**src/rtl/hilo_muldiv_sequencer_pkg.sv**
```systemverilog
// Shared encodings for the HiLo multiply/divide sequencer and the controllers
// that issue MULT/MULTU/DIV/DIVU to it.
package hilo_muldiv_sequencer_pkg;

  // Sequencer FSM states.
  typedef enum logic [1:0] {
    IDLE  = 2'd0,
    RUN   = 2'd1,
    FIX   = 2'd2,
    WRITE = 2'd3
  } state_t;

  // Operation encodings, also decoded by the datapath and ALU controllers.
  typedef enum logic [1:0] {
    OP_MULT  = 2'b00,
    OP_MULTU = 2'b01,
    OP_DIV   = 2'b10,
    OP_DIVU  = 2'b11
  } op_t;

  // Divide ops have the upper op bit set.
  function automatic logic op_is_div(input logic [1:0] op);
    return op[1];
  endfunction

  // Signed ops (MULT, DIV) have the lower op bit clear.
  function automatic logic op_is_signed(input logic [1:0] op);
    return ~op[0];
  endfunction

endpackage

```
**src/rtl/hilo_muldiv_sequencer_if.sv**
```systemverilog
// Request/result bundle between the datapath controller (master) and the
// multiply/divide sequencer (slave).
interface hilo_muldiv_sequencer_if #(
  parameter int WIDTH = 32
);
  logic                 start;
  logic [1:0]           op;
  logic [WIDTH-1:0]     a;
  logic [WIDTH-1:0]     b;
  logic                 busy;
  logic                 done;
  logic                 hilo_en;
  logic [2*WIDTH-1:0]   hilo_write;

  modport master (
    output start, op, a, b,
    input  busy, done, hilo_en, hilo_write
  );

  modport slave (
    input  start, op, a, b,
    output busy, done, hilo_en, hilo_write
  );
endinterface

```
**src/rtl/hilo_muldiv_sequencer_neg_abs.sv**
```systemverilog
// Conditional two's-complement negate. Used both to take operand magnitudes
// and to restore result signs after the unsigned iteration loop.
module neg_abs #(
  parameter int WIDTH = 32
) (
  input  logic             i_neg,
  input  logic [WIDTH-1:0] i_val,
  output logic [WIDTH-1:0] o_val
);

  // Negate when requested, otherwise pass the value through.
  assign o_val = i_neg ? ((~i_val) + WIDTH'(1'b1)) : i_val;

endmodule

```
**src/rtl/hilo_muldiv_sequencer.sv**
```systemverilog
// Iterative 32-step shift-add multiplier / restoring divider that owns the
// HiLo write port. Signed ops run on magnitudes and fix the signs afterwards,
// so one unsigned loop serves all four operations.
module hilo_muldiv_sequencer
  import hilo_muldiv_sequencer_pkg::*;
#(
  parameter int WIDTH = 32
) (
  input  logic                     i_clk,
  input  logic                     i_rst,
  hilo_muldiv_sequencer_if.slave   s_bus
);

  localparam int CW = $clog2(WIDTH);

  // State and shared datapath registers. For both op classes r_acc_lo starts
  // with |A| and r_opnd holds |B|:
  //   multiply: r_acc_lo is the multiplier shifting out, {r_acc_hi, r_acc_lo}
  //             collects the product;
  //   divide:   r_acc_hi is the remainder, r_acc_lo the dividend/quotient.
  state_t           r_state;
  state_t           w_next_state;
  logic [CW-1:0]    r_cnt;
  logic             r_is_div;
  logic             r_neg_q;
  logic             r_neg_r;
  logic [WIDTH-1:0] r_acc_hi;
  logic [WIDTH-1:0] r_acc_lo;
  logic [WIDTH-1:0] r_opnd;

  logic             w_accept;
  logic             w_signed_op;
  logic             w_div_op;
  logic             w_div_by_zero;
  logic [WIDTH-1:0] w_a_mag;
  logic [WIDTH-1:0] w_b_mag;

  logic [WIDTH:0]   w_mul_sum;
  logic [WIDTH-1:0] w_mul_hi;
  logic [WIDTH-1:0] w_mul_lo;

  logic [WIDTH:0]   w_rem_sh;
  logic [WIDTH:0]   w_trial;
  logic [WIDTH-1:0] w_div_hi;
  logic [WIDTH-1:0] w_div_lo;

  logic [2*WIDTH-1:0] w_prod_fix;
  logic [WIDTH-1:0]   w_quo_fix;
  logic [WIDTH-1:0]   w_rem_fix;

  // ---------------------------------------------------------------------------
  // Request decode and operand magnitudes
  // ---------------------------------------------------------------------------
  assign w_accept      = (r_state == IDLE) && s_bus.start;
  assign w_signed_op   = op_is_signed(s_bus.op);
  assign w_div_op      = op_is_div(s_bus.op);
  assign w_div_by_zero = w_div_op && (s_bus.b == '0);

  neg_abs #(.WIDTH(WIDTH)) u_abs_a (
    .i_neg (w_signed_op & s_bus.a[WIDTH-1]),
    .i_val (s_bus.a),
    .o_val (w_a_mag)
  );

  neg_abs #(.WIDTH(WIDTH)) u_abs_b (
    .i_neg (w_signed_op & s_bus.b[WIDTH-1]),
    .i_val (s_bus.b),
    .o_val (w_b_mag)
  );

  // ---------------------------------------------------------------------------
  // One multiply step: conditional add with carry, then shift right by one
  // ---------------------------------------------------------------------------
  assign w_mul_sum = {1'b0, r_acc_hi} + (r_acc_lo[0] ? {1'b0, r_opnd} : '0);
  assign w_mul_hi  = w_mul_sum[WIDTH:1];
  assign w_mul_lo  = {w_mul_sum[0], r_acc_lo[WIDTH-1:1]};

  // ---------------------------------------------------------------------------
  // One restoring-divide step. The shifted remainder is below twice the
  // divisor, so a WIDTH+1-bit trial difference has a reliable sign bit.
  // ---------------------------------------------------------------------------
  assign w_rem_sh = {r_acc_hi, r_acc_lo[WIDTH-1]};
  assign w_trial  = w_rem_sh - {1'b0, r_opnd};
  assign w_div_hi = w_trial[WIDTH] ? w_rem_sh[WIDTH-1:0] : w_trial[WIDTH-1:0];
  assign w_div_lo = {r_acc_lo[WIDTH-2:0], ~w_trial[WIDTH]};

  // ---------------------------------------------------------------------------
  // Sign restoration applied in FIX
  // ---------------------------------------------------------------------------
  neg_abs #(.WIDTH(2*WIDTH)) u_fix_prod (
    .i_neg (r_neg_q),
    .i_val ({r_acc_hi, r_acc_lo}),
    .o_val (w_prod_fix)
  );

  neg_abs #(.WIDTH(WIDTH)) u_fix_quo (
    .i_neg (r_neg_q),
    .i_val (r_acc_lo),
    .o_val (w_quo_fix)
  );

  neg_abs #(.WIDTH(WIDTH)) u_fix_rem (
    .i_neg (r_neg_r),
    .i_val (r_acc_hi),
    .o_val (w_rem_fix)
  );

  // ---------------------------------------------------------------------------
  // FSM
  // ---------------------------------------------------------------------------

  // State register; reset aborts any op in flight.
  // NOTE: clocked state uses non-blocking assignments so every register
  // samples pre-edge values regardless of block ordering.
  always_ff @(posedge i_clk or posedge i_rst) begin
    if (i_rst) r_state <= IDLE;
    else       r_state <= w_next_state;
  end

  // Next-state selection; divide by zero skips the loop and writes directly.
  // NOTE: the default assignment first keeps this block free of latches.
  always_comb begin
    w_next_state = r_state;
    unique case (r_state)
      IDLE:  if (s_bus.start) w_next_state = w_div_by_zero ? WRITE : RUN;
      RUN:   if (r_cnt == '0) w_next_state = FIX;
      FIX:   w_next_state = WRITE;
      WRITE: w_next_state = IDLE;
      default: w_next_state = IDLE;
    endcase
  end

  // Stall request, commit strobe and result bus; result bus is zero when idle.
  always_comb begin
    s_bus.busy       = 1'b0;
    s_bus.done       = 1'b0;
    s_bus.hilo_en    = 1'b0;
    s_bus.hilo_write = '0;
    unique case (r_state)
      IDLE:  s_bus.busy = s_bus.start;
      RUN:   s_bus.busy = 1'b1;
      FIX:   s_bus.busy = 1'b1;
      WRITE: begin
        s_bus.done       = 1'b1;
        s_bus.hilo_en    = 1'b1;
        s_bus.hilo_write = {r_acc_hi, r_acc_lo};
      end
      default: ;
    endcase
  end

  // ---------------------------------------------------------------------------
  // Datapath: capture on accept, iterate in RUN, restore signs in FIX
  // ---------------------------------------------------------------------------

  // Shared accumulator/operand registers with per-state muxed updates.
  // NOTE: these are plain flops, not a memory array, so they are reset to
  // give a defined HiLo image and counter after every reset.
  always_ff @(posedge i_clk or posedge i_rst) begin
    if (i_rst) begin
      r_cnt    <= '0;
      r_is_div <= 1'b0;
      r_neg_q  <= 1'b0;
      r_neg_r  <= 1'b0;
      r_acc_hi <= '0;
      r_acc_lo <= '0;
      r_opnd   <= '0;
    end else begin
      unique case (r_state)
        IDLE: begin
          if (w_accept) begin
            r_is_div <= w_div_op;
            r_cnt    <= CW'(WIDTH - 1);
            if (w_div_by_zero) begin
              r_neg_q  <= 1'b0;
              r_neg_r  <= 1'b0;
              r_acc_hi <= s_bus.a;
              r_acc_lo <= '1;
              r_opnd   <= '0;
            end else begin
              r_neg_q  <= w_signed_op & (s_bus.a[WIDTH-1] ^ s_bus.b[WIDTH-1]);
              r_neg_r  <= w_signed_op & s_bus.a[WIDTH-1];
              r_acc_hi <= '0;
              r_acc_lo <= w_a_mag;
              r_opnd   <= w_b_mag;
            end
          end
        end
        RUN: begin
          if (r_is_div) begin
            r_acc_hi <= w_div_hi;
            r_acc_lo <= w_div_lo;
          end else begin
            r_acc_hi <= w_mul_hi;
            r_acc_lo <= w_mul_lo;
          end
          if (r_cnt != '0) r_cnt <= r_cnt - CW'(1);
        end
        FIX: begin
          if (r_is_div) begin
            r_acc_hi <= w_rem_fix;
            r_acc_lo <= w_quo_fix;
          end else begin
            {r_acc_hi, r_acc_lo} <= w_prod_fix;
          end
        end
        default: ;
      endcase
    end
  end

endmodule

```
**src/flat_wrapper.sv**
```systemverilog
// flat-port wrapper written by rule: the top's interface ports become plain ports
module hilo_muldiv_sequencer_flat import hilo_muldiv_sequencer_pkg::*;
#(
  parameter int WIDTH = 32
)
  (i_clk, i_rst, s_bus_start, s_bus_op, s_bus_a, s_bus_b, s_bus_busy, s_bus_done, s_bus_hilo_en, s_bus_hilo_write);
  hilo_muldiv_sequencer_if #(.WIDTH(WIDTH)) s_bus_i ();
  input  logic i_clk;
  input  logic i_rst;
  input wire logic [$bits(s_bus_i.start)-1:0] s_bus_start;
  input wire logic [$bits(s_bus_i.op)-1:0] s_bus_op;
  input wire logic [$bits(s_bus_i.a)-1:0] s_bus_a;
  input wire logic [$bits(s_bus_i.b)-1:0] s_bus_b;
  output wire logic [$bits(s_bus_i.busy)-1:0] s_bus_busy;
  output wire logic [$bits(s_bus_i.done)-1:0] s_bus_done;
  output wire logic [$bits(s_bus_i.hilo_en)-1:0] s_bus_hilo_en;
  output wire logic [$bits(s_bus_i.hilo_write)-1:0] s_bus_hilo_write;
  assign s_bus_i.start = s_bus_start;
  assign s_bus_i.op = s_bus_op;
  assign s_bus_i.a = s_bus_a;
  assign s_bus_i.b = s_bus_b;
  assign s_bus_busy = s_bus_i.busy;
  assign s_bus_done = s_bus_i.done;
  assign s_bus_hilo_en = s_bus_i.hilo_en;
  assign s_bus_hilo_write = s_bus_i.hilo_write;
  hilo_muldiv_sequencer #(.WIDTH(WIDTH)) u_core (.i_clk(i_clk), .i_rst(i_rst), .s_bus(s_bus_i));
endmodule
```
**config.mk**
```make
export PLATFORM = sky130hd
export DESIGN_NAME = hilo_muldiv_sequencer_flat
export DESIGN_NICKNAME = d
export VERILOG_FILES = /design/src/rtl/hilo_muldiv_sequencer_pkg.sv /design/src/rtl/hilo_muldiv_sequencer_if.sv /design/src/rtl/hilo_muldiv_sequencer_neg_abs.sv /design/src/rtl/hilo_muldiv_sequencer.sv /design/src/flat_wrapper.sv
export SDC_FILE = /design/constraint.sdc
export NUM_CORES = 1
export LEC_CHECK = 0
export CORE_MARGIN = 2
export CORE_UTILIZATION = 27
export DETAILED_ROUTE_END_ITERATION = 12
export PLACE_DENSITY = 0.47
export SYNTH_ARGS = -nofsm -noshare
export SYNTH_HDL_FRONTEND = slang
export SYNTH_SLANG_ARGS = --single-unit
```
**constraint.sdc**
```tcl
create_clock -name i_clk -period 7.5 [get_ports i_clk]
set_input_delay 1.5 -clock i_clk [delete_from_list [all_inputs] [get_ports i_clk]]
set_output_delay 1.5 -clock i_clk [all_outputs]
set_load 0.03 [all_outputs]
```
# Yosys cells after proc, flatten, opt, wreduce, memory -nomap -nowiden

Cells that the tools add are included.

Reductions and logical operators: 14
Multiply operators: 0
$add $sub $neg: 8
Eq/ne operators: 10
Bitwise logic cells: 11
Shift-type cells: 0
Div/mod/pow operators: 0
Multiplexer cells: 30
Magnitude comparators: 0

Operator list:

| cell                                                                | number |
|---|---|
| 32-bit 2-to-1 mux                                                   | 15 |
| 32-bit case mux with 3 select lines                                 | 2 |
| 32-bit by 1-bit adder with 32-bit output (second input constant)    | 4 |
| 64-bit 2-to-1 mux                                                   | 2 |
| 32-bit NOT                                                          | 4 |
| 64-bit by 1-bit adder with 64-bit output (second input constant)    | 1 |
| 64-bit NOT                                                          | 1 |
| 32-bit by 33-bit adder with 33-bit output                           | 1 |
| 33-bit by 32-bit subtractor with 33-bit output                      | 1 |
| 32-bit zero test                                                    | 1 |
| 5-bit 2-to-1 mux                                                    | 2 |
| 5-bit case mux with 2 select lines                                  | 1 |
| 2-bit by 1-bit != test with 1-bit output (second input constant)    | 4 |
| 2-bit case mux with 4 select lines                                  | 1 |
| 2-bit 2-to-1 mux                                                    | 3 |
| 3-bit AND reduction                                                 | 2 |
| 5-bit zero test                                                     | 1 |
| 5-bit nonzero test                                                  | 1 |
| 5-bit by 1-bit subtractor with 5-bit output (second input constant) | 1 |
| 2-bit equality test (second input constant)                         | 2 |
| 2-bit AND reduction                                                 | 2 |
| 4-bit AND reduction                                                 | 1 |
| 1-bit bitwise AND                                                   | 3 |
| 1-bit 2-to-1 mux                                                    | 3 |
| other kinds (12)                                                    | 14 |

ROM bits: 0
RAM bits: 0
Bits in latches: 0
Memories: 0
Output and inout bits: 67
Bits in registers: 106
Bits of input ports: 69
Word-level logic and storage cells: 81

# Logic depth before layout (Yosys ltp)

Depth after elaboration: 6
Gate-level depth with buffers: 14

# By module

From an unflattened synthesis, not the netlist that was laid out.

Cell total of the unflattened synthesis: 2057
Area, all modules: 16188.0 um^2

By module, submodules not included:

| module                        | seq. area each (um^2) | cells an instance | instances | area an instance (um^2) |
|---|---|---|---|---|
| hilo_muldiv_sequencer         | 2652.5                | 1455              | 1         | 11431.0 |
| neg_abs at u_core.u_abs_a ... | 0.0                   | 99                | 4         | 777.0 |
| neg_abs at u_core.u_fix_prod  | 0.0                   | 206               | 1         | 1649.1 |

# Worst setup path after synthesis

No wires, ideal clock.

Path type: input port to flip-flop
Start point: in s_bus_a[16]
End point: reg u_core.r_acc_lo[29]
Setup slack: 3452 ps
Library setup time: 124 ps
Path buffers: 1
Data arrival time: 3924 ps
Stages on the path: 10
Cell sequence: or3_1 clkbuf_1 or4_1 or4_1 nor4_2 a21oi_1 xor2_1 nor2_1 nor3_1 a211o_1

Cells in the longest elaborated chain, start to end: 6

RTL lines:

| item                                     | RTL line                            | RTL |
|---|---|---|
| start: declaration                       | flat_wrapper.sv:12                  | `input wire logic [$bits(s_bus_i.a)-1:0] s_bus_a;` |
| 32-bit NOT                               | hilo_muldiv_sequencer_neg_abs.sv:12 | `assign o_val = i_neg ? ((~i_val) + WIDTH'(1'b1)) : i_val;` |
| 32-bit by 1-bit adder with 32-bit output | hilo_muldiv_sequencer_neg_abs.sv:12 |  |
| 32-bit 2-to-1 mux                        | hilo_muldiv_sequencer_neg_abs.sv:12 |  |
| 32-bit 2-to-1 mux                        | hilo_muldiv_sequencer.sv:174        | `if (w_div_by_zero) begin` |
| 32-bit 2-to-1 mux                        | hilo_muldiv_sequencer.sv:171        | `if (w_accept) begin` |
| 32-bit case mux with 3 select lines      | hilo_muldiv_sequencer.sv:169        | `unique case (r_state)` |
| end signal: assignment                   | hilo_muldiv_sequencer.sv:184        | `r_acc_lo <= w_a_mag;` |
| end signal: assignment                   | hilo_muldiv_sequencer.sv:192        | `r_acc_lo <= w_div_lo;` |
| end signal: assignment                   | hilo_muldiv_sequencer.sv:195        | `r_acc_lo <= w_mul_lo;` |
| end: declaration                         | hilo_muldiv_sequencer.sv:28         | `logic [WIDTH-1:0] r_acc_lo;` |

Every way passes these cells. The select of a mux whose other input is x is not followed.
A chain may end at the register's enable or synchronous reset.

# Worst setup path in the final report

Start point: in s_bus_b[3]
End point: reg u_core.r_acc_hi[19]

Cells in the longest elaborated chain, start to end: 5

RTL lines:

| item                                | RTL line                     | RTL |
|---|---|---|
| start: declaration                  | flat_wrapper.sv:13           | `input wire logic [$bits(s_bus_i.b)-1:0] s_bus_b;` |
| 32-bit zero test                    | hilo_muldiv_sequencer.sv:57  | `assign w_div_by_zero = w_div_op && (s_bus.b == '0);` |
| 1-bit logical AND                   | hilo_muldiv_sequencer.sv:57  |  |
| 32-bit 2-to-1 mux                   | hilo_muldiv_sequencer.sv:174 |  |
| 32-bit 2-to-1 mux                   | hilo_muldiv_sequencer.sv:171 |  |
| 32-bit case mux with 3 select lines | hilo_muldiv_sequencer.sv:169 |  |
| end signal: assignment              | hilo_muldiv_sequencer.sv:177 | `r_acc_hi <= s_bus.a;` |
| end signal: assignment              | hilo_muldiv_sequencer.sv:191 | `r_acc_hi <= w_div_hi;` |
| end signal: assignment              | hilo_muldiv_sequencer.sv:194 | `r_acc_hi <= w_mul_hi;` |
| end: declaration                    | hilo_muldiv_sequencer.sv:27  | `logic [WIDTH-1:0] r_acc_hi;` |

Every way passes these cells. The select of a mux whose other input is x is not followed.

==> results.md <==
- Status: finished clean
- Reg2Reg Depth: 14
- Post-CTS setup buffers: 0
- Final Max Slew Viols: 0
- Synthesized flop and latch total: 106
- Min-Delay Path Depth: 2
- Minimum clock period: 4.99 ns
- CTS max path bufs: 2
- CP endpoint kind: register
- Adder-Cell Fraction of Synth Area: 7.41%
- Leak: 6.10 nW
- First-pass GRT wire length: 80.8 mm
- Crit Path Category: in2reg
- Syn Nets: 1932
- Fill count: 5251
- Total CTS buffers: 9
- Layout cell share with drive strength beyond 1: 5.51%
- GR Overflow Total: 0
- Tot GR Track Use: 20.5%
- Post-Synth Simple-Gate Area: 25.9%
- Worst Path Arrival: 5.28 ns
- Final setup viols: 0
- Slowest CP cell: nor4b_4
- Critical path peak fanout: 23
- Worst-Margin Slew: 1.12 ns
- Fin. Hold Viols: 0
- Max incr delay on CP: 0.74 ns
- Commonest non-fill, non-tap cell in the layout: nand2_1
- Post-synthesis compound-gate area fraction: 27.9%
- # IOs: 136
- DP Wirelength: 38.8 mm
- Cell count after synthesis: 1786
- Mux share of post-synthesis cell area: 3.89%
- Req. time, crit path: 7.79 ns
- PwrDens: 491 mW/mm²
- Clock transition at path regs: 0.09 ns
- Top_reg_cell synth: dfrtp_1
- Chip height: 225 µm
- Register Area: 0.00265 mm²
- Seq/Total Area, Yosys: 20.1%
- Most frequent cells in the layout: 199 x nand2_1, 161 x nor2_1, 147 x o21ai_0
- Critical-path cell list: clkdlybuf4s50_1, or3_1, nor3b_1, and3_1, nor4b_4, nor2_2, buf_4, nor2_2, o21ai_1, o32a_1, o311ai_1
- TritonCTS clock tree: built
- Max-slew headroom: 25.1%
- Port Buffer Count: 135
- DR DRC count: 0
- Initial antenna violation count: 2
- Ratio of final minimum period to clock period: 66.5%
- Core Area: 0.0485 mm²
- Worst clock skew: 0.0185 ns
- Final nets: 1992
- HP Class: reg2reg
- Drt via density: 5.62
- Warnings, synthesis: 0
- # Max-Cap Violations: 0
- Total number of vias: 13900
- Drt wl/cell: 21.1 µm
- Maximum VDD drop: 0.173 mV
- Util after Layout: 31.4%
- Hold-fix buffers, CTS: 0
- Post-synth EDFFs: 0
- Final Wtd Congestion: 0.877
- Worst setup SP type: primary input
- DIE AREA: 0.0507 mm²
- Area of the multi-input gates: 0.00975 mm²
- Netlist cell types: 91
- Clock Latency Late Sink: 0.40 ns
- Routed Antenna Nets: 0
- H-tree depth: 3
- Largest net degree at the start of global routing: 67
- Drt first pass iters: 5
- Number of global-route vias before repair: 13300
- # rows: 81
- Min Hold Slack: 0.484 ns
- Largest family of logic cells by synthesized area: compound AO/OA/AOI/OAI gates
- Max Fclk: 200 MHz
- Die W: 225 µm
- Area of the mapped netlist: 0.0132 mm²
- Post-synthesis xor/xnor area fraction: 8.63%
- Synth Area per Inst: 7.39 µm²
- P&R area growth vs syn: 15.7%
- Asr flop ratio synth: 100%
- WL final: 52.2 mm
- Starting density of the core: 27.2%
- 1st-iter DRT viols: 1345
- Clock Sinks: 106
- Cts repair resizes: 0
- Clock root buffer: clkbuf_16
- RSZ-0062 raised after global routing: false
- Most used cell, CP: nor2_2
- Setup TNS: 0 ns
-- worst max-delay path, delay by kind of cell --
kind | cells | cell delay, ns
AND/OR/NAND/NOR | 6 | 2.44
buffers and inverters | 2 | 0.74
AO/OA/AOI/OAI | 3 | 0.56
-- metal layers --
| metal | global-route usage, % | wire length [µm] | vias up |
|---|---|---|---|
| met1 | 29.2 | 25000 | 6686 |
| met3 | 2.48 | 2990 | 51 |
| li1 | - | - | 6665 |
| met4 | 4.76 | 929 | 2 |
| met2 | 32.9 | 23300 | 501 |
| met5 | 0 | 7 | - |
-- final cells by class --
cell class / count / share of cell area (%)
timing repair buffer: 154 / 9.79
sequential: 106 / 17.4
tap: 622 / 5.10
inverter: 77 / 1.91
antenna: 1 / 0.0164
clock inverter: 5 / 0.410
multi-input combinational: 1498 / 63.9
clock buffer: 10 / 1.50
-- sequential cells by signal, summed over array words and instances (netlist names) --
signal	cells
u_core.r_opnd	32
u_core.r_state	2
u_core.r_neg_q	1
u_core.r_cnt	5
u_core.r_neg_r	1
u_core.r_is_div	1
u_core.r_acc_hi	32
u_core.r_acc_lo	32
-- logic make-up (layout without fill, tap and decap cells) --
kind of cell / count (synthesis) / after routing
other cells: 0 / 1
simple gates: 679 / 679
xor+xnor: 130 / 130
flops: 106 / 106
fa+ha+maj: 77 / 77
buf+inv: 182 / 246
mux: 48 / 48
compound gates: 564 / 564
-- power by group --
group	total, mW	switching, mW	internal [mW]
Sequential	1.31	0.464	0.848
Clock	0.535	0.274	0.262
Combinational	5.65	3.54	2.11
-- worst paths after layout --
check / startpoint / endpoint / slack [ns]
min in group asynchronous: i_rst / u_core.r_cnt[0] / 1.53
min reg2reg: u_core.r_opnd[13] / u_core.r_opnd[13] / 0.48
max: s_bus_b[3] / u_core.r_acc_hi[19] / 2.51
max in group asynchronous: i_rst / u_core.r_acc_hi[6] / 4.55
max reg2reg: u_core.r_acc_lo[31] / u_core.r_acc_hi[9] / 2.58
min: u_core.r_opnd[13] / u_core.r_opnd[13] / 0.48
-- stage by stage --
| step | power [mW] | std cells | worst slack, ns | cell area [µm²] |
|---|---|---|---|---|
| finish | 7.50 | 2473 | 2.51 | 15300 |
| global route | 8.12 | 2473 | 2.30 | 15300 |
| CTS | 7.45 | 2472 | 2.56 | 15300 |
| detailed placement | 6.89 | 2457 | 2.15 | 15000 |
| global placement | 6.85 | 2457 | 2.24 | 15000 |
| floorplan | 5.24 | 1786 | 3.21 | 13200 |
-- synth_stat cells (all sizes together) (45+ instances only) --
| cell | instances | share of area (%) |
|---|---|---|
| nand2 | 201 | 5.8 |
| nor2 | 165 | 4.8 |
| nand3 | 45 | 1.7 |
| xor2 | 54 | 3.6 |
| xnor2 | 76 | 5.0 |
| o21ai | 152 | 5.8 |
| ha | 75 | 7.1 |
| inv | 77 | 2.2 |
| and2 | 75 | 3.6 |
| a21oi | 144 | 5.5 |
| clkbuf | 94 | 3.5 |
| dfrtp | 106 | 20 |
Note: power is estimated with default switching activity, not from simulation.
